==> src/rtl/cmd_proto_pkg.sv <==
// Shared definitions for the host-command byte protocol: opcodes, framing sizes,
// and the golden helpers that derive expected response keep and lane data from
// the remaining payload count R.
package cmd_proto_pkg;

   localparam logic [7:0] OP_SEND_LEN = 8'h00;   // only opcode that produces a response
   localparam int         CMD_BYTES   = 8;       // command is always 8 bytes
   localparam int         BEAT_W      = 32;      // response beat width
   localparam int         BEAT_BYTES  = BEAT_W / 8;

   typedef enum logic [1:0] {
      ST_IDLE,
      ST_SEND,
      ST_RECV,
      ST_FIN
   } state_t;

   // Expected byte enables for a beat given R bytes still outstanding.
   function automatic logic [3:0] keep_from_rem(input logic [31:0] rem);
      logic [3:0] k;
      if (rem >= 32'd4) begin
         k = 4'b1111;
      end else begin
         case (rem[1:0])
            2'd3:    k = 4'b0111;
            2'd2:    k = 4'b0011;
            2'd1:    k = 4'b0001;
            default: k = 4'b0000;
         endcase
      end
      return k;
   endfunction

   // Countdown pattern: lane k carries (R[7:0] - 1 - k) mod 256.
   function automatic logic [7:0] exp_lane(input logic [31:0] rem, input logic [1:0] lane);
      return rem[7:0] - 8'd1 - {6'd0, lane};
   endfunction

endpackage

==> src/rtl/resp_beat_checker.sv <==
// Golden model for one response beat: expected keep/last/data from R plus mismatch flag.
// Latency: purely combinational.
// Backpressure: none; evaluates whatever beat is presented.
// Ports: rem (bytes outstanding), tdata/tkeep/tlast (observed beat),
//        exp_keep/exp_last/exp_data (golden beat), mismatch, keep_pop (popcount of tkeep).
module resp_beat_checker
   import cmd_proto_pkg::*;
(
   input  logic [31:0] rem,
   input  logic [31:0] tdata,
   input  logic [3:0]  tkeep,
   input  logic        tlast,
   output logic [3:0]  exp_keep,
   output logic        exp_last,
   output logic [31:0] exp_data,
   output logic        mismatch,
   output logic [2:0]  keep_pop
);

   logic [31:0] data_mask;

   always_comb begin
      exp_keep  = keep_from_rem(rem);
      exp_last  = (rem < 32'd4);
      exp_data  = '0;
      data_mask = '0;
      for (int k = 0; k < BEAT_BYTES; k++) begin
         exp_data[8*k +: 8]  = exp_lane(rem, 2'(k));
         data_mask[8*k +: 8] = {8{exp_keep[k]}};
      end
      // Lanes outside the expected keep are don't-care; keep and last must match exactly.
      mismatch = (((tdata ^ exp_data) & data_mask) != 32'd0) ||
                 (tkeep != exp_keep) || (tlast != exp_last);
      keep_pop = 3'(tkeep[0]) + 3'(tkeep[1]) + 3'(tkeep[2]) + 3'(tkeep[3]);
   end

endmodule

==> src/rtl/cmd_stream_initiator.sv <==
// Sends one 8-byte host command per start, then checks the countdown response for opcode 0.
// Latency: SEND begins the cycle after start; done pulses one cycle after the last handshake/beat.
// Backpressure: o_tdata holds while o_tready is low; i_tready = ~rx_hold in RECV, watchdog aborts stalls.
// Ports: clk/rstn; start, cmd_opcode, cmd_length, rx_hold (control);
//        o_tvalid/o_tready/o_tdata (byte master); i_tvalid/i_tready/i_tdata/i_tkeep/i_tlast (response slave);
//        busy, done, pass, timeout, err_count, byte_count (status).
module cmd_stream_initiator
   import cmd_proto_pkg::*;
#(
   parameter int TIMEOUT_CYCLES = 1048576,
   parameter int ERR_W          = 16
) (
   input  logic             clk,
   input  logic             rstn,
   input  logic             start,
   input  logic [7:0]       cmd_opcode,
   input  logic [31:0]      cmd_length,
   input  logic             rx_hold,
   input  logic             o_tready,
   output logic             o_tvalid,
   output logic [7:0]       o_tdata,
   output logic             i_tready,
   input  logic             i_tvalid,
   input  logic [31:0]      i_tdata,
   input  logic [3:0]       i_tkeep,
   input  logic             i_tlast,
   output logic             busy,
   output logic             done,
   output logic             pass,
   output logic             timeout,
   output logic [ERR_W-1:0] err_count,
   output logic [31:0]      byte_count
);

   localparam int              WD_W    = $clog2(TIMEOUT_CYCLES + 1);
   localparam logic [WD_W-1:0] WD_LAST = WD_W'(TIMEOUT_CYCLES - 1);

   state_t            state, state_nx;
   logic [7:0]        opcode_q;
   logic [31:0]       length_q;
   logic [31:0]       rem_q;
   logic [2:0]        idx_q;
   logic [WD_W-1:0]   wd_q;
   logic [ERR_W-1:0]  err_q;
   logic [31:0]       bytes_q;
   logic              pass_q;
   logic              timeout_q;

   logic [7:0]        tx_byte;
   logic              beat_acc;
   logic              wd_expire;
   logic              pass_calc;

   logic [3:0]        exp_keep;
   logic              exp_last;
   logic [31:0]       exp_data;
   logic              beat_bad;
   logic [2:0]        keep_pop;

   resp_beat_checker u_chk (
      .rem      (rem_q),
      .tdata    (i_tdata),
      .tkeep    (i_tkeep),
      .tlast    (i_tlast),
      .exp_keep (exp_keep),
      .exp_last (exp_last),
      .exp_data (exp_data),
      .mismatch (beat_bad),
      .keep_pop (keep_pop)
   );

   // Golden keep/data are only needed for debug probing; the mismatch flag carries the verdict.
   logic unused_golden;
   assign unused_golden = ^{exp_keep, exp_data};

   always_comb begin
      case (idx_q)
         3'd0:    tx_byte = opcode_q;
         3'd4:    tx_byte = length_q[7:0];
         3'd5:    tx_byte = length_q[15:8];
         3'd6:    tx_byte = length_q[23:16];
         3'd7:    tx_byte = length_q[31:24];
         default: tx_byte = 8'h00;
      endcase
   end

   assign beat_acc  = (state == ST_RECV) & i_tvalid & ~rx_hold;
   // An accepted beat in the expiry cycle wins and reloads the watchdog.
   assign wd_expire = (state == ST_RECV) & ~beat_acc & (wd_q == WD_LAST);
   assign pass_calc = (err_q == '0) & ~timeout_q &
                      ((opcode_q != OP_SEND_LEN) | (bytes_q == length_q));

   always_comb begin
      state_nx = state;
      o_tvalid = 1'b0;
      o_tdata  = 8'h00;
      i_tready = 1'b0;
      done     = 1'b0;
      case (state)
         ST_IDLE: begin
            if (start) state_nx = ST_SEND;
         end
         ST_SEND: begin
            o_tvalid = 1'b1;
            o_tdata  = tx_byte;
            if (o_tready && idx_q == 3'd7)
               state_nx = (opcode_q == OP_SEND_LEN) ? ST_RECV : ST_FIN;
         end
         ST_RECV: begin
            i_tready = ~rx_hold;
            if ((beat_acc && i_tlast) || wd_expire) state_nx = ST_FIN;
         end
         ST_FIN: begin
            done     = 1'b1;
            state_nx = ST_IDLE;
         end
         default: state_nx = ST_IDLE;
      endcase
   end

   assign busy       = (state != ST_IDLE);
   // Present the verdict alongside done; afterwards the registered copy holds it.
   assign pass       = (state == ST_FIN) ? pass_calc : pass_q;
   assign timeout    = timeout_q;
   assign err_count  = err_q;
   assign byte_count = bytes_q;

   always_ff @(posedge clk or negedge rstn) begin
      if (!rstn) state <= ST_IDLE;
      else       state <= state_nx;
   end

   always_ff @(posedge clk or negedge rstn) begin
      if (!rstn) begin
         opcode_q  <= 8'h00;
         length_q  <= 32'd0;
         rem_q     <= 32'd0;
         idx_q     <= 3'd0;
         wd_q      <= '0;
         err_q     <= '0;
         bytes_q   <= 32'd0;
         pass_q    <= 1'b0;
         timeout_q <= 1'b0;
      end else begin
         case (state)
            ST_IDLE: begin
               if (start) begin
                  opcode_q  <= cmd_opcode;
                  length_q  <= cmd_length;
                  rem_q     <= cmd_length;
                  idx_q     <= 3'd0;
                  wd_q      <= '0;
                  err_q     <= '0;
                  bytes_q   <= 32'd0;
                  pass_q    <= 1'b0;
                  timeout_q <= 1'b0;
               end
            end
            ST_SEND: begin
               wd_q <= '0;
               if (o_tready) idx_q <= idx_q + 3'd1;
            end
            ST_RECV: begin
               if (beat_acc) begin
                  // Clamp at zero so a missing tlast keeps expecting empty last beats.
                  rem_q   <= exp_last ? 32'd0 : rem_q - 32'd4;
                  bytes_q <= bytes_q + 32'(keep_pop);
                  if (beat_bad && err_q != {ERR_W{1'b1}}) err_q <= err_q + ERR_W'(1);
                  wd_q    <= '0;
               end else if (wd_q == WD_LAST) begin
                  timeout_q <= 1'b1;
               end else begin
                  wd_q <= wd_q + WD_W'(1);
               end
            end
            ST_FIN: begin
               pass_q <= pass_calc;
            end
            default: ;
         endcase
      end
   end

endmodule
==> config.mk <==
export PLATFORM = sky130hd
export DESIGN_NAME = cmd_stream_initiator
export DESIGN_NICKNAME = d
export VERILOG_FILES = /design/src/rtl/cmd_proto_pkg.sv /design/src/rtl/resp_beat_checker.sv /design/src/rtl/cmd_stream_initiator.sv
export SDC_FILE = /design/constraint.sdc
export NUM_CORES = 1
export LEC_CHECK = 0
export BUFFER_PORTS_ARGS = -buffer_cell sky130_fd_sc_hd__buf_2
export CAP_MARGIN = 10
export CORE_AREA = 2 2 188 190
export DETAILED_ROUTE_END_ITERATION = 8
export DIE_AREA = 0 0 190 192
export MAX_ROUTING_LAYER = met4
export PLACE_DENSITY = 0.5
export RECOVER_POWER = 100
export SLEW_MARGIN = 20
export SYNTH_ARGS = -nofsm -noshare
export SYNTH_HDL_FRONTEND = slang
export SYNTH_HIERARCHICAL = 1
export SYNTH_SLANG_ARGS = --single-unit
==> constraint.sdc <==
create_clock -name clk -period 5.75 [get_ports clk]
set_input_delay 0.8625 -clock clk [delete_from_list [all_inputs] [get_ports clk]]
set_output_delay 0.8625 -clock clk [all_outputs]
set_load 0.01 [all_outputs]
== Word-level counts from Yosys, hierarchy flattened ==
Index checks and enable logic that the tools add are counted.
Operators by class
  $add $sub $neg: 12
  bitwise gates (word level): 12
  magnitude comparators: 2
  reduce and logical (&&, ||, !) cells: 25
  eq/ne operators: 24
  multiplexer cells: 36
Operator list (number)
  $mux W32: 5
  $pmux W32 S2: 2
  $mux W21: 3
  $pmux W21 S3: 1
  $mux W16: 3
  $pmux W8 S5: 1
  $add A32 B3 Y32: 1
  $and A32 B32 Y32: 1
  $eq A32 B32 Y1: 1
  $ge A32 B3 Y1 const B: 1
  $lt A32 B3 Y1 const B: 1
  $pmux W16 S2: 1
  $reduce_bool A32 Y1: 1
  $sub A32 B3 Y32 const B: 1
  $xor A32 B32 Y32: 1
  $add A21 B1 Y21 const B: 1
  $eq A21 B20 Y1 const B: 1
  $add A16 B1 Y16 const B: 1
  $logic_not A16 Y1: 1
  $ne A16 B16 Y1 const B: 1
  $sub A8 B1 Y8 const B: 2
  $sub A8 B2 Y8 const B: 2
  $eq A3 B3 Y1 const B: 4
  $reduce_and A3 Y1: 4
  other kinds (32): 70
Storage, ports and cells
  flip-flop bits (word level): 148
  word-level logic and storage cells: 121

== Logic depth before layout (Yosys ltp) ==
Gate-level depths: netlist (run 1).
  word-level depth: 11
  mapped depth: 19
  mapped depth without buffers: 17

== Cells and area by module ==
Netlist (run 1), hierarchy kept.
Modules (own cells, without submodules)
  cmd_stream_initiator: instances 1, cells an instance 865, area an instance 8435.6 µm²
  resp_beat_checker: instances 1, cells an instance 175, area an instance 1468.9 µm²

== Least setup slack after synthesis (run 1) ==
OpenSTA, ideal clock, no wires.
  path kind: register to register
  start: reg rem_q[0]
  end: reg err_q[12], in the netlist err_count[12]
  clock period less this slack: 4.227 ns
  slack: 1.523 ns
  cell stages (with the launch flop): 19
  data arrival time: 4.095 ns
  required time: 5.618 ns
  cells stage by stage: dfrtp_1 > inv_1 > ha_1 > xor2_2 > inv_1 > ha_1 > clkbuf_1 > nand3_1 > or4_4 > xor3_1 > o41ai_2 > a32oi_1 > a2111o_1 > and3b_1 > o21ai_0 > clkbuf_1 > nor4_1 > xnor2_1 > nor2_1
Between the ends
  cells in the longest elaborated chain, start to end: 10
  elaborated cells on any way between the ends: 21
  those cells by class: add/sub (4); order compare (2); eq/ne (6); mux (2); bitwise (2); reduce/logical (5)
RTL lines
  from (decl): RTL line cmd_stream_initiator.sv:41  | logic [31:0] rem_q;
  from (signal assigned): RTL line cmd_stream_initiator.sv:150  | rem_q <= cmd_length;
  from (signal assigned): RTL line cmd_stream_initiator.sv:166  | rem_q <= exp_last ? 32'd0 : rem_q - 32'd4;
  $sub A8 B1 Y8 (*): RTL line cmd_proto_pkg.sv:36  | return rem[7:0] - 8'd1 - {6'd0, lane};
  via exp_data[0]: RTL line cmd_stream_initiator.sv:56  | logic [31:0] exp_data;
  $sub A8 B1 Y8 or $sub A8 B2 Y8 (tied branches): RTL line cmd_proto_pkg.sv:36
  $xor A32 B32 Y32 (*): RTL line resp_beat_checker.sv:32  | mismatch = (((tdata ^ exp_data) & data_mask) != 32'd0) ||
  $and A32 B32 Y32 (*): RTL line resp_beat_checker.sv:32
  $reduce_bool A32 Y1 (*): RTL line resp_beat_checker.sv:32
  $logic_or A1 B1 Y1 (*): RTL line resp_beat_checker.sv:32
  $logic_or A1 B1 Y1 (*): RTL line resp_beat_checker.sv:33  | (tkeep != exp_keep) || (tlast != exp_last);
  via beat_bad: RTL line cmd_stream_initiator.sv:57  | logic beat_bad;
  $logic_and A1 B1 Y1 (*): RTL line cmd_stream_initiator.sv:168  | if (beat_bad && err_q != {ERR_W{1'b1}}) err_q <= err_q + ERR_W'(1);
  $ne A2 B1 Y1 (no source line) (*)
  $reduce_and A4 Y1 (no source line) (*)
  to (signal assigned): RTL line cmd_stream_initiator.sv:168
  to (decl): RTL line cmd_stream_initiator.sv:44  | logic [ERR_W-1:0] err_q;
Mark *: on every way through the listed nets, which the timed path passes. The rest lies on a longest branch.
A chain may end at the register's enable or synchronous reset.

== Worst setup path after layout (run 1) ==
  start: reg rem_q[1]
  end: reg err_q[15], in the netlist err_count[15]
The elaborated chain is that of the path after synthesis.

==> results of run 1 <==
[cell type report]
cell class,count,area (um2),area share
clock inverters,14,154,0.0135
inverters,27,104,0.00911
well taps,455,569,0.0500
multi-input cells,796,5720,0.502
flip-flops and latches,148,3700,0.325
clock buffers,18,429,0.0377
repair buffers,157,714,0.0627
[registers in the layout, indices dropped and copies added (netlist names)]
register and flops:
byte_count 32, length_q 32, rem_q 32, wd_q 21, err_count 16, opcode_q 8
idx_q 3, state 2, pass_q 1, timeout 1
[through the flow]
stage / hold WS (ns) / setup slack [ns] / instance area [um2] / std cells / util
final: 0.492 / 0.782 / 11400 / 1615 / 0.332
after global routing: 0.516 / 0.332 / 11400 / 1615 / 0.332
after CTS: 0.343 / 0.878 / 11500 / 1615 / 0.337
after detailed placement: 0.488 / 0.925 / 11000 / 1583 / 0.320
after global placement: 0.460 / 1.18 / 11000 / 1583 / 0.320
after floorplan: 0.449 / 1.62 / 9750 / 1018 / -
[routing by layer]
layer	part of all wire	vias to the layer above	global-route usage
met1	0.48	4178	0.246
met5	0	-	-
met2	0.45	260	0.271
li1	-	4027	-
met4	0.016	0	0.0489
met3	0.053	26	0.0265
[worst paths after layout]
path | end
worst min-delay path | pass_q
worst max register to register | err_count[15]
worst max-delay path | err_count[15]
worst min register to register | pass_q
max in group asynchronous | opcode_q[1]
min in group asynchronous | length_q[14]
[worst reg2reg max path: cells and delay by family, from the launching register on]
kind	cells	cell delay (ns)
buffers and inverters	3	0.67
flip-flops	1	0.43
adder cells (fa/ha/maj)	2	0.63
AO/OA/AOI/OAI	4	1.25
XOR/XNOR	2	0.63
multiplexers	1	0.18
AND/OR/NAND/NOR	6	1.12
[where the power goes]
group,leakage (nW),switching (mW),total (mW),internal [mW]
clock,0.265,0.472,1.11,0.642
combinational,2.35,1.39,2.46,1.07
sequential,1.94,0.441,1.76,1.32
[cells in the final DEF (no fill, tap or decap), types with 7 or more instances in the layout]
master and instances:
a21oi_1 37, a221o_1 8, a22o_1 7, a32oi_1 7, and3_1 13, and4_1 11
buf_2 81, clkbuf_1 70, clkbuf_16 17, dfrtp_1 148, ha_1 31, inv_1 24
mux2_2 41, nand2_1 87, nand3_1 43, nand4_1 35, nor2_1 64, nor3_1 28
nor4_1 27, o211ai_1 11, o21ai_0 56, o311ai_0 8, o31ai_1 12, or2_2 8
or3_1 19, or4_1 13, xnor2_1 80, xor2_1 34
==> summary.md, run 1 <==
| Metric | Value |
|---|---|
| GP Congestion | 0.886 |
| Area growth, synth to finish | 16.8% |
| Worst setup path startpoint | rem_q[1] |
| WL/cell | 19.5 um |
| Drt total wl | 31.5 mm |
| CP top delay family | compound AO/OA/AOI/OAI gates |
| Pleak | 4.55 nW |
| Post-Syn Instances | 1,018 |
| CP startpoint kind | flop |
| Fraction of layout cells with a size suffix above 1 | 0.171 |
| Vias | 8,491 |
| # Post-CTS Setup Buffers | 0 |
| Crit Path Class | flop to flop |
| Final ANT Viol Nets | 0 |
| Critical path depth | 18 |
| Worst-path clk slew | 0.06 ns |
| Max-slew violation count | 215 |
| Data required, critical path | 6.09 ns |
| R2R Path Start | rem_q[1] |
| Starting Density | 0.284 |
| CP max FO | 12 |
| Clk buf depth | 2 |
| Flop2flop setup slack | 0.78 ns |
| Max-cap viol count | 5 |
| Post-CTS Hold Fix Bufs | 0 |
| Worst-Skew Late Latency | 0.43 ns |
| Worst VDD drop | 0.204 mV |
| First-pass GRT wire length | 48.5 mm |
| YS warnings | 6 |
| Pin count of the biggest net entering global routing | 68 |
| Die Area | 36,500 um2 |
| Hold depth | 2 |
| Num Clock Sinks | 148 |
| Worst setup EP type | flop |
| Hold_sp | pass_q |
| Worst Path Arrival | 5.31 ns |
| Num rows | 68 |
| DRC violations left | 0 |
| CP peak stage delay | 0.53 ns |
| RSZ-0062 raised after global routing | no |
| Outcome | finished with violations |
| Via density | 5.26 |
| Pwr/cell area | 468 nW/um2 |
| Worst-margin pin slew | 2.48 ns |
| Mean Syn Cell Area | 9.58 um2 |
| Final setup violating endpoints | 0 |
| HPWL reported at the end of detailed placement | 23.8 mm |
| Clock Skew | 0.0148 ns |
| Clock buffer count from CTS | 17 |
| Die width | 190 um |
| Total GRT Usage | 0.178 |
| Die Ht | 192 um |
| R2R depth | 18 |
| TritonCTS clock tree | built |
| FILL cells | 3,608 |
| Minimum clock period | 4.97 ns |
| CP max-delay cell | a2111oi_0 |
| Sum of negative setup slack | 0 ns |
| CTS resizes | 0 |
| Vias in the first global route | 8,022 |
| F_max | 201 MHz |
| Worst slew margin | -0.656 |
| Post-Syn Nets | 1,134 |
| Final Cycle Share | 0.864 |
| Port buffer count | 144 |
| Top Ports | 145 |
| Core region area | 34,300 um2 |
| Syn Std Cell Area | 9750 um2 |
| Worst path buffer plus inverter count | 3 |
| DRT Pass-1 Iters | 7 |
| H-tree levels | 4 |
| Grt total ovfl | 0 |
| HP Class | flop to flop |
| Crit-path cells | inv_1, ha_1, xor2_1, inv_1, ha_1, nand3b_1, a21oi_1, nor3_1, xnor2_1, a2111oi_0, nand4_1, a2111o_1, and3b_1, o21ai_0, buf_4, nor3_1, nand4_1, mux2i_1 |
| Initial drt markers | 600 |
| Pwr Total | 5.33 mW |
| Root Driver | clkbuf_16 |
| Failing checks | max-capacitance violations, max-slew violations |
| Fin. Hold Viols | 0 |
| Final nets | 1,263 |
| Diode count | 0 |
| Initial antenna violation count | 0 |
(Power assumes the default switching activity.)
==> run 2, diff against run 1 <==
- PLACE_DENSITY: 0.5 -> 0.54
==> summary.md, run 2 (synthesis gave the netlist of run 1 again) <==
| Metric | Value |
|---|---|
| CTS resizes | 0 |
| CP startpoint kind | flop |
| Worst-margin pin slew | 2.55 ns |
| Outcome | finished with violations |
| Worst-path clk slew | 0.06 ns |
| Register share of total power | 0.325 |
| Initial drt markers | 558 |
| Worst setup EP type | flop |
| Crit-path cells | inv_1, ha_1, xor2_1, inv_1, ha_1, nand3b_1, a21oi_1, nor3_1, xnor2_1, a2111oi_0, nand4_1, a2111o_1, and3b_1, o21ai_0, buf_4, nor3_1, nand4_1, mux2i_1 |
| Worst VDD drop | 0.223 mV |
| Pin count of the biggest net entering global routing | 95 |
| Data required, critical path | 6.09 ns |
| Sw frac | 0.421 |
| Final nets | 1,260 |
| Final setup violating endpoints | 0 |
| Initial antenna violation count | 1 |
| CP peak stage delay | 0.57 ns |
| CP max FO | 12 |
| CP max-delay cell | xor2_1 |
| Clock Skew | 0.0116 ns |
| Clk buf depth | 2 |
| Vias | 8,457 |
| Clock buffer count from CTS | 17 |
| First-pass GRT wire length | 47.9 mm |
| Pleak | 4.57 nW |
| HPWL reported at the end of detailed placement | 23.2 mm |
| Vias in the first global route | 8,113 |
| Pwr/cell area | 470 nW/um2 |
| Failing checks | max-capacitance violations, max-slew violations |
| Drt total wl | 30.9 mm |
| Die Ht | 192 um |
| DRT Pass-1 Iters | 8 |
| Root Driver | clkbuf_16 |
| Grt total ovfl | 0 |
| Combinational share of power | 0.460 |
| GP Congestion | 0.898 |
| Sw power | 2.26 mW |
| Worst slew margin | -0.702 |
| Final Cycle Share | 0.858 |
| Leading cell types in the layout, fill and taps excluded | dfrtp_1, nand2_1, xnor2_1, buf_2, clkbuf_1 |
| F_max | 203 MHz |
| Port buffer count | 144 |
| HP Class | flop to flop |
| Die width | 190 um |
| Max-slew violation count | 157 |
| Worst-Skew Late Latency | 0.43 ns |
| Num rows | 68 |
| RSZ-0062 raised after global routing | no |
| WL/cell | 19.2 um |
| Final ANT Viol Nets | 0 |
| Top Ports | 145 |
| Minimum clock period | 4.93 ns |
| Die Area | 36,500 um2 |
| TritonCTS clock tree | built |
| Via density | 5.25 |
| Area growth, synth to finish | 17.1% |
| # Post-CTS Setup Buffers | 0 |
| Fraction of layout cells with a size suffix above 1 | 0.170 |
| Internal Pwr Total | 3.11 mW |
| Num Clock Sinks | 148 |
| Commonest non-fill, non-tap cell in the layout | dfrtp_1 |
| Worst path buffer plus inverter count | 3 |
| Crit Path Class | flop to flop |
| Sum of negative setup slack | 0 ns |
| Max-cap viol count | 3 |
| Fin. Hold Viols | 0 |
| Starting Density | 0.284 |
| Pwr Total | 5.37 mW |
| DRC violations left | 0 |
| CP top delay family | compound AO/OA/AOI/OAI gates |
| Clock power frac | 0.215 |
| H-tree levels | 4 |
| Core region area | 34,300 um2 |
| Total GRT Usage | 0.175 |
| Worst Path Arrival | 5.28 ns |
| Post-CTS Hold Fix Bufs | 0 |
[run 2: cell types whose count changed in the layout (fill, tap and decap cells not counted), moves of 2 or more]
cell        delta
clkinv_4       -3
clkinv_2       +2
clkinvlp_4     -3
inv_6          -2
buf_4          -4
clkbuf_8       +3
[run 2: layer usage]
metal / wire length [um] / track usage / vias to the layer above
met4: 400 / 0.0435 / 0
met5: 0 / - / -
met1: 15000 / 0.246 / 4139
met2: 13900 / 0.266 / 286
li1: - / - / 4005
met3: 1550 / 0.0239 / 27
[run 2: area by class of cell]
cell class	count	area, um2
inverters	27	104
clock buffers	22	474
flip-flops and latches	148	3700
fillers	3558	22900
diodes	1	2.50
repair buffers	154	704
multi-input cells	796	5730
clock inverters	9	128
well taps	455	569
[run 2: final timing paths]
path	from	depth (start not counted)	endpoint	slack [ns]
setup / recovery	rem_q[1]	18	err_count[15]	0.82
hold / removal	pass_q	2	pass_q	0.48
setup reg to reg	rem_q[1]	18	err_count[15]	0.82
hold reg to reg	pass_q	2	pass_q	0.48
max in group asynchronous	rstn	2	wd_q[8]	2.10
min in group asynchronous	rstn	1	length_q[16]	1.21
[run 2: per-stage QoR]
step | util | instances | cell area (um2) | setup WS, ns | hold slack (ns)
floorplan | - | 1018 | 9750 | 1.62 | 0.449
global placement | 0.319 | 1580 | 10900 | 1.12 | 0.460
detailed placement | 0.319 | 1580 | 10900 | 0.981 | 0.467
CTS | 0.337 | 1611 | 11600 | 0.949 | 0.481
global route | 0.333 | 1612 | 11400 | 0.481 | 0.513
finish | 0.333 | 1612 | 11400 | 0.816 | 0.476
[run 2: power groups by stage]
stage | combinational (mW) | sequential, mW | clock, mW
after CTS | 2.51 | 1.74 | 1.18
after detailed placement | 2.49 | 1.76 | 0
after global placement | 2.48 | 1.75 | 0
after global routing | 2.74 | 1.78 | 1.22
final | 2.47 | 1.75 | 1.15
after floorplan | 1.90 | 1.59 | 0
[run 2: worst register-to-register path: stages (launching register included)]
cell and delay (ns):
dfrtp_1 0.43, inv_1 0.17, ha_1 0.30, xor2_1 0.57
inv_1 0.23, ha_1 0.32, nand3b_1 0.11, a21oi_1 0.06
nor3_1 0.29, xnor2_1 0.11, a2111oi_0 0.54, nand4_1 0.19
a2111o_1 0.43, and3b_1 0.22, o21ai_0 0.15, buf_4 0.23
nor3_1 0.16, nand4_1 0.16, mux2i_1 0.18
